<file path="src/rtl/rf_wb_ctrl_pkg.sv">
// rtl/rf_wb_ctrl_pkg.sv - shared write-back select encodings and controller state encoding
package rf_wb_ctrl_pkg;

  localparam logic [1:0] WB_SEL_MEM  = 2'b00;
  localparam logic [1:0] WB_SEL_ALU  = 2'b01;
  localparam logic [1:0] WB_SEL_OFF  = 2'b10;
  localparam logic [1:0] WB_SEL_HOST = 2'b11;

  localparam int CNT_W = 4;

  typedef enum logic [2:0] {
    ST_IDLE    = 3'd0,
    ST_DRAIN   = 3'd1,
    ST_ACCESS  = 3'd2,
    ST_CAPTURE = 3'd3,
    ST_ACK     = 3'd4
  } state_t;

endpackage

</file>
<file path="src/rtl/rf_wb_src_decode.sv">
// rtl/rf_wb_src_decode.sv - WB-stage opcode class flags to RF write-data source select
module rf_wb_src_decode
  import rf_wb_ctrl_pkg::*;
(
  input  logic       lw_wb,
  input  logic       addi_wb,
  input  logic       subi_wb,
  input  logic       movi_wb,
  output logic [1:0] wb_sel
);

  // Loads win over everything; MOVI yields to ADDI when both are flagged.
  always_comb begin
    wb_sel = WB_SEL_MEM;
    if (movi_wb && !lw_wb && !addi_wb)
      wb_sel = WB_SEL_OFF;
    else if (!lw_wb && (addi_wb || subi_wb))
      wb_sel = WB_SEL_ALU;
  end

endmodule

</file>
<file path="src/rtl/rf_wb_ctrl.sv">
// rtl/rf_wb_ctrl.sv - RF write-back mux control with host register access via pipeline drain
module rf_wb_ctrl
  import rf_wb_ctrl_pkg::*;
#(
  parameter int DRAIN_CYCLES = 4,
  parameter int AW           = 5
) (
  input  logic          clk,
  input  logic          reset_n,
  input  logic          wb_we,
  input  logic [AW-1:0] wb_waddr,
  input  logic          LW_WB,
  input  logic          ADDI_WB,
  input  logic          SUBI_WB,
  input  logic          MOVI_WB,
  input  logic          host_req,
  input  logic          host_we,
  input  logic [AW-1:0] host_addr,
  input  logic [63:0]   rf_rdata,
  output logic [1:0]    wb_sel,
  output logic          rf_we,
  output logic [AW-1:0] rf_waddr,
  output logic [AW-1:0] rf_raddr,
  output logic          pipe_stall,
  output logic          host_ack,
  output logic [63:0]   host_rdata
);

  localparam logic [CNT_W-1:0] DRAIN_LOAD = CNT_W'(DRAIN_CYCLES);

  state_t            state;
  logic [CNT_W-1:0]  cnt;
  logic [AW-1:0]     lat_addr;
  logic              lat_we;
  logic [1:0]        dec_sel;

  rf_wb_src_decode u_dec (
    .lw_wb   (LW_WB),
    .addi_wb (ADDI_WB),
    .subi_wb (SUBI_WB),
    .movi_wb (MOVI_WB),
    .wb_sel  (dec_sel)
  );

  always_ff @(posedge clk or negedge reset_n) begin
    if (!reset_n) begin
      state      <= ST_IDLE;
      cnt        <= '0;
      pipe_stall <= 1'b0;
      host_ack   <= 1'b0;
      host_rdata <= '0;
      lat_addr   <= '0;
      lat_we     <= 1'b0;
    end else begin
      host_ack <= 1'b0;
      case (state)
        ST_IDLE: begin
          if (host_req) begin
            lat_we     <= host_we;
            lat_addr   <= host_addr;
            cnt        <= DRAIN_LOAD;
            pipe_stall <= 1'b1;
            state      <= ST_DRAIN;
          end
        end
        ST_DRAIN: begin
          cnt <= cnt - 1'b1;
          if (cnt == CNT_W'(1))
            state <= ST_ACCESS;
        end
        ST_ACCESS: begin
          if (lat_we) begin
            host_ack   <= 1'b1;
            pipe_stall <= 1'b0;
            state      <= ST_ACK;
          end else begin
            state <= ST_CAPTURE;
          end
        end
        ST_CAPTURE: begin
          host_rdata <= rf_rdata;
          host_ack   <= 1'b1;
          pipe_stall <= 1'b0;
          state      <= ST_ACK;
        end
        ST_ACK:  state <= ST_IDLE;
        default: state <= ST_IDLE;
      endcase
    end
  end

  // Pipeline writeback keeps flowing while draining; host owns the port only in ACCESS.
  always_comb begin
    rf_we    = 1'b0;
    rf_waddr = wb_waddr;
    wb_sel   = dec_sel;
    case (state)
      ST_IDLE, ST_DRAIN: rf_we = wb_we & reset_n;
      ST_ACCESS: begin
        if (lat_we) begin
          rf_we    = 1'b1;
          rf_waddr = lat_addr;
          wb_sel   = WB_SEL_HOST;
        end
      end
      default: rf_we = 1'b0;
    endcase
  end

  assign rf_raddr = lat_addr;

endmodule

</file>
<file path="config.mk">
export PLATFORM = sky130hd
export DESIGN_NAME = rf_wb_ctrl
export DESIGN_NICKNAME = d
export VERILOG_FILES = /design/src/rtl/rf_wb_ctrl_pkg.sv /design/src/rtl/rf_wb_src_decode.sv /design/src/rtl/rf_wb_ctrl.sv
export SDC_FILE = /design/constraint.sdc
export NUM_CORES = 1
export LEC_CHECK = 0
export ABC_CLOCK_PERIOD_IN_PS = 2100
export CAP_MARGIN = 15
export CORE_AREA = 2 2 122 124
export DETAILED_ROUTE_END_ITERATION = 12
export DIE_AREA = 0 0 124 126
export PLACE_DENSITY = 0.53
export SYNTH_ARGS = -nofsm -noshare
export SYNTH_HDL_FRONTEND = slang
export SYNTH_SLANG_ARGS = --single-unit
</file>
<file path="constraint.sdc">
create_clock -name clk -period 2.1 [get_ports clk]
set_input_delay 0.63 -clock clk [delete_from_list [all_inputs] [get_ports clk]]
set_output_delay 0.63 -clock clk [all_outputs]
set_load 0.1 [all_outputs]
</file>
# After elaboration in Yosys (flattened, before gate mapping)
# Index checks and enable logic that the tools add are counted.
dict set report op_classes {
  add_sub_neg 1
  n_eq_ne 7
  n_mux 18
  n_bitwise 1
  n_reduce_logical 14
}
# cell count
set ops {}
lappend ops {{case mux 3 bit (4 select lines)} 1}
lappend ops {{two-way mux 5 bit} 2}
lappend ops {{two-way mux 3 bit} 3}
lappend ops {{case mux 4 bit (2 select lines)} 1}
lappend ops {{equality test 3 x 2 -> 1 bit, second input constant} 2}
lappend ops {{two-way mux 2 bit} 3}
lappend ops {{inequality test 2 bit, second input constant} 3}
lappend ops {{AND reduction 2 bit} 3}
lappend ops {{equality test 4 x 1 -> 1 bit, second input constant} 1}
lappend ops {{two-way mux 1 bit} 4}
lappend ops {{two-way mux 4 bit} 1}
lappend ops {{case mux 1 bit (2 select lines)} 2}
lappend ops {{subtractor 4 x 1 -> 4 bit, second input constant} 1}
lappend ops {{equality test 3 x 1 -> 1 bit, second input constant} 1}
lappend ops {{logical AND 1 bit} 3}
lappend ops {{zero test 3 bit} 1}
lappend ops {{case mux 1 bit (3 select lines)} 1}
lappend ops {{AND reduction 3 bit} 1}
lappend ops {{nonzero test 3 bit} 1}
lappend ops {{zero test 1 bit} 2}
lappend ops {{nonzero test 2 bit} 1}
lappend ops {{OR reduction 2 bit} 1}
lappend ops {{bitwise AND 1 bit} 1}
lappend ops {{logical OR 1 bit} 1}
dict set report word_totals {
  register_bits 79
  out_inout_bits 79
  wordCells 48
}

# Logic depth before layout (Yosys ltp)
dict set report logic_depth {
  depth_word 6
  mapped_depth 5
  ltp_nobuf 5
}

# Modules after synthesis
# A second synthesis with hierarchy kept.
dict set report unflattened {
  cells_unflattened 207
  area_unflattened_um2 3340.7
}
# mod instances cells_each area_each_um2 seq_area_each_um2
set modules_own_cells {}
lappend modules_own_cells {rf_wb_ctrl 1 203 3314.4 1976.9}
lappend modules_own_cells {rf_wb_src_decode 1 4 26.3 0.0}

# Worst setup path after synthesis
# Ideal clock, no wire load.
dict set report synth_path {
  kind {input-to-output}
  start {input port ADDI_WB}
  end {output port wb_sel[1]}
  arrival_time_ps 2898
  required_time_ps 1470
  setup_slack_ps -1428
  path_stages 1
  cell_sequence {o31ai_1}
}
dict set report synth_between {
  elab_chain_cells 5
}
# element line_no
set synth_rtl {}
lappend synth_rtl {{from (decl)} rf_wb_ctrl.sv:13} ;# input logic ADDI_WB,
lappend synth_rtl {{zero test 1 bit (*)} rf_wb_src_decode.sv:15} ;# if (movi_wb && !lw_wb && !addi_wb)
lappend synth_rtl {{logical AND 1 bit (*)} rf_wb_src_decode.sv:15}
lappend synth_rtl {{two-way mux 2 bit (*)} rf_wb_src_decode.sv:15}
lappend synth_rtl {{two-way mux 2 bit} rf_wb_ctrl.sv:100} ;# if (lat_we) begin
lappend synth_rtl {{two-way mux 2 bit (*)} rf_wb_ctrl.sv:97} ;# case (state)
lappend synth_rtl {{to (decl)} rf_wb_ctrl.sv:20} ;# output logic [1:0] wb_sel,
# Every way passes the cells marked *; elsewhere a longest branch is shown, timed or not.

# Final worst setup path
dict set report layout_path {
  start {register state[2]}
  end {output port rf_waddr[4]}
}
dict set report layout_between {
  elab_chain_cells 2
}
# element line_no
set layout_rtl {}
lappend layout_rtl {{from (decl)} rf_wb_ctrl.sv:31} ;# state_t state;
lappend layout_rtl {{from (signal assigned)} rf_wb_ctrl.sv:47} ;# state <= ST_IDLE;
lappend layout_rtl {{from (signal assigned)} rf_wb_ctrl.sv:63} ;# state <= ST_DRAIN;
lappend layout_rtl {{from (signal assigned)} rf_wb_ctrl.sv:69} ;# state <= ST_ACCESS;
lappend layout_rtl {{equality test 3 x 2 -> 1 bit} rf_wb_ctrl.sv:97}
lappend layout_rtl {{two-way mux 5 bit} rf_wb_ctrl.sv:97}
lappend layout_rtl {{to (decl)} rf_wb_ctrl.sv:22} ;# output logic [AW-1:0] rf_waddr,
# Every way passes these cells.

==> impl_metrics.env <==
export IMPL_status="finished, violations left"
export IMPL_violations="negative setup slack"
export IMPL_clockBufferDepth=2
export IMPL_grtUsageTotal_pct=11.0
export IMPL_setup_ws_ns=-0.164
export IMPL_cts_sinks=79
export IMPL_cts_root_buffer="clkbuf_16"
export IMPL_ys_seq_elements=79
export IMPL_synth_area_leader_cell="dfrtp_1"
export IMPL_synth_area_leaders="dfrtp_1 (61%), mux2_1 (13%), mux2_2 (11%)"
export IMPL_place_hpwl_mm=6.12
export IMPL_gp_congestion=0.740
export IMPL_synthArstFlopShare_pct=100
export IMPL_drc=0
export IMPL_fp_row_count=44
export IMPL_vias_per_cell=4.08
export IMPL_cts_setup_buffers=0
export IMPL_cap_viol_max_count=0
export IMPL_rsz0062_at_grt="yes"
export IMPL_syn_instance_count=206
export IMPL_crit_path_max_fanout=5
export IMPL_skew_ns=0.00382
export IMPL_core_area_um2=14300
export IMPL_finalCriticalPeriod_ns=2.26
export IMPL_cp_start_kind="flip-flop"
export IMPL_drtIter0Drc=83
export IMPL_path_class="reg -> out"
export IMPL_fmax_mhz=442
export IMPL_max_slew_margin_rel_pct=58.9
export IMPL_grt_pass1_wl_mm=13.1
export IMPL_fin_setup_tns_ns=-0.853
export IMPL_htree_levels=3
export IMPL_cp_data_required_time_ns=1.47
export IMPL_die_x_um=124
export IMPL_dieArea_um2=15600
export IMPL_hold_path_class="in -> async"
export IMPL_wl_per_cell_um=14.3
export IMPL_dr_pass1_iters=4
export IMPL_clkTransAtPathRegs_ns=0.06
export IMPL_cp_end_kind="output pin"
export IMPL_die_h_um=126
export IMPL_synth_seq_area_share_pct=61.2
export IMPL_start_util_pct=22.6
export IMPL_synth_cell_types=27
export IMPL_syn_num_nets=291
export IMPL_nets=466
export IMPL_hold_viol_final=0
export IMPL_grt_pass1_vias=2506
export IMPL_fillers=1301
export IMPL_tightestPinTransition_ns=0.616
export IMPL_wl_mm=8.14
export IMPL_cts_made_buffers=9
export IMPL_layout_drive_gt1_share_pct=40.9
export IMPL_ff_latch_area_um2=1980
export IMPL_dr_total_vias=2327
export IMPL_yosysTopAreaCellShare_pct=61.2
export IMPL_syn_avg_cell_area_um2=15.7
export IMPL_area_delta_synth_final_pct=93.1
export IMPL_worstReg2RegStart="state[1]$_DFFE_PN0P_"
export IMPL_synthFlopType="dfrtp_1"
export IMPL_r2r_cells=4
export IMPL_final_max_slew_viol_count=0
export IMPL_stdcell_area_um2=6240
export IMPL_multi_input_area_um2=1210
export IMPL_rrSetupSlack_ns=0.58
export IMPL_ios=162
export IMPL_reg2reg_to="rf_raddr[1]$_DFFE_PN0P_"
export IMPL_antenna_found_initial=0
export IMPL_synth_area_um2=3230
export IMPL_grt_start_max_net_pins=49
export IMPL_crit_arrival_ns=1.63
export IMPL_clk_latency_ns=0.34
export IMPL_io_buffers=161
export IMPL_cts_tree="yes"
export IMPL_n_antenna_cell=0
export IMPL_synth_edf_count=0
export IMPL_ant_nets=0
export IMPL_overflow=0
export IMPL_finalCritPeriodShare_pct=108
export IMPL_yosysWarnings=0
export IMPL_setup_viol=6
export IMPL_cts_hold_buf=0
export IMPL_place_area_um2=5920
==> how the worst max path moves through the flow <==
stage / slack (ns) / depth (start not counted) / endpoint / from
3_3_place_gp: -0.18 / 5 / wb_sel[0] / MOVI_WB
6_report: -0.16 / 4 / rf_waddr[4] / state[2]$_DFFE_PN0P_
5_1_grt: -0.24 / 4 / rf_waddr[4] / state[2]$_DFFE_PN0P_
2_1_floorplan: -0.04 / 1 / wb_sel[1] / ADDI_WB
4_1_cts: -0.17 / 4 / rf_waddr[4] / state[0]$_DFFE_PN0P_
3_5_place_dp: -0.17 / 5 / wb_sel[0] / MOVI_WB
==> Yosys cell counts, types with 2 or more instances <==
master,number
buf_6,7
nand3_1,2
nand2_1,4
a21oi_1,5
ha_1,2
dfrtp_1,79
mux2_4,6
nor2_1,5
mux2_1,38
inv_1,5
nor3_1,2
mux2_2,32
buf_2,3
o21ai_0,3
==> logic make-up after synthesis <==
group | after synthesis | share of synthesized area [%]
buffers and inverters | 15 | 3.49
adders and majority gates | 2 | 0.775
and+or+nand+nor | 21 | 4.73
xor gates and xnor gates | 1 | 0.271
AOI/OAI and AO/OA | 12 | 2.32
DFF | 79 | 61.2
muxes | 76 | 27.2
==> final cells by class <==
cell class	instances	share of cell area, %
repair buffers	174	40.1
flip-flops and latches	79	31.7
multi-input cells	112	19.4
clock buffers	11	3.89
well taps	184	3.69
clock inverters	5	0.903
inverters	5	0.301
==> per-stage QoR <==
stage / util (%) / setup WS, ns / hold WS, ns / std cells
after floorplan: - / -0.0375 / 0.334 / 206
after global placement: 41.4 / -0.177 / 0.522 / 554
after detailed placement: 41.4 / -0.171 / 0.549 / 554
after CTS: 43.6 / -0.174 / 0.353 / 570
after global routing: 43.6 / -0.237 / 0.367 / 570
final: 43.6 / -0.164 / 0.341 / 570
==> routing by layer <==
metal,vias to the layer above,wire length (um),global-route usage [%]
li1,1077,-,-
met4,0,105,3.57
met3,9,978,6.39
met2,108,3760,17.1
met1,1133,3300,12.8
met5,-,0,0
==> what timing repair did <==
| action | in CTS | in global routing |
|---|---|---|
| resized for setup | 11 | 0 |
| gates cloned | 0 | 0 |
| endpoints found under the setup margin | 8 | 8 |
| pin swaps | 5 | 2 |
==> cell usage in the layout, fill, tap and decap left out, drive strengths merged, types with 2 or more instances in the layout <==
cell type and n:
ha 2, nand3b 2, nor2 5, clkbuf 11, nor3 2, buf 93, nand2 4, dlygate4sd2 5
mux2 76, dfrtp 79, nand3 2, clkdlybuf4s50 76, a21oi 5, o21ai 3, inv 6, clkinv 2
==> registers in the layout, summed over array words and instances (netlist names) <==
signal / count
host_rdata: 64
rf_raddr: 5
cnt: 4
state: 3
host_ack: 1
lat_we: 1
pipe_stall: 1
==> critical path, cell delays in order, from the launching register on <==
cell,delay (ns)
dfrtp_1,0.38
nor2_2,0.15
and3_4,0.27
mux2_4,0.33
buf_12,0.17
Power is left out: the tool's default activity adds up to more than one toggle a clock period on the data nets, which glitch-free logic cannot reach.
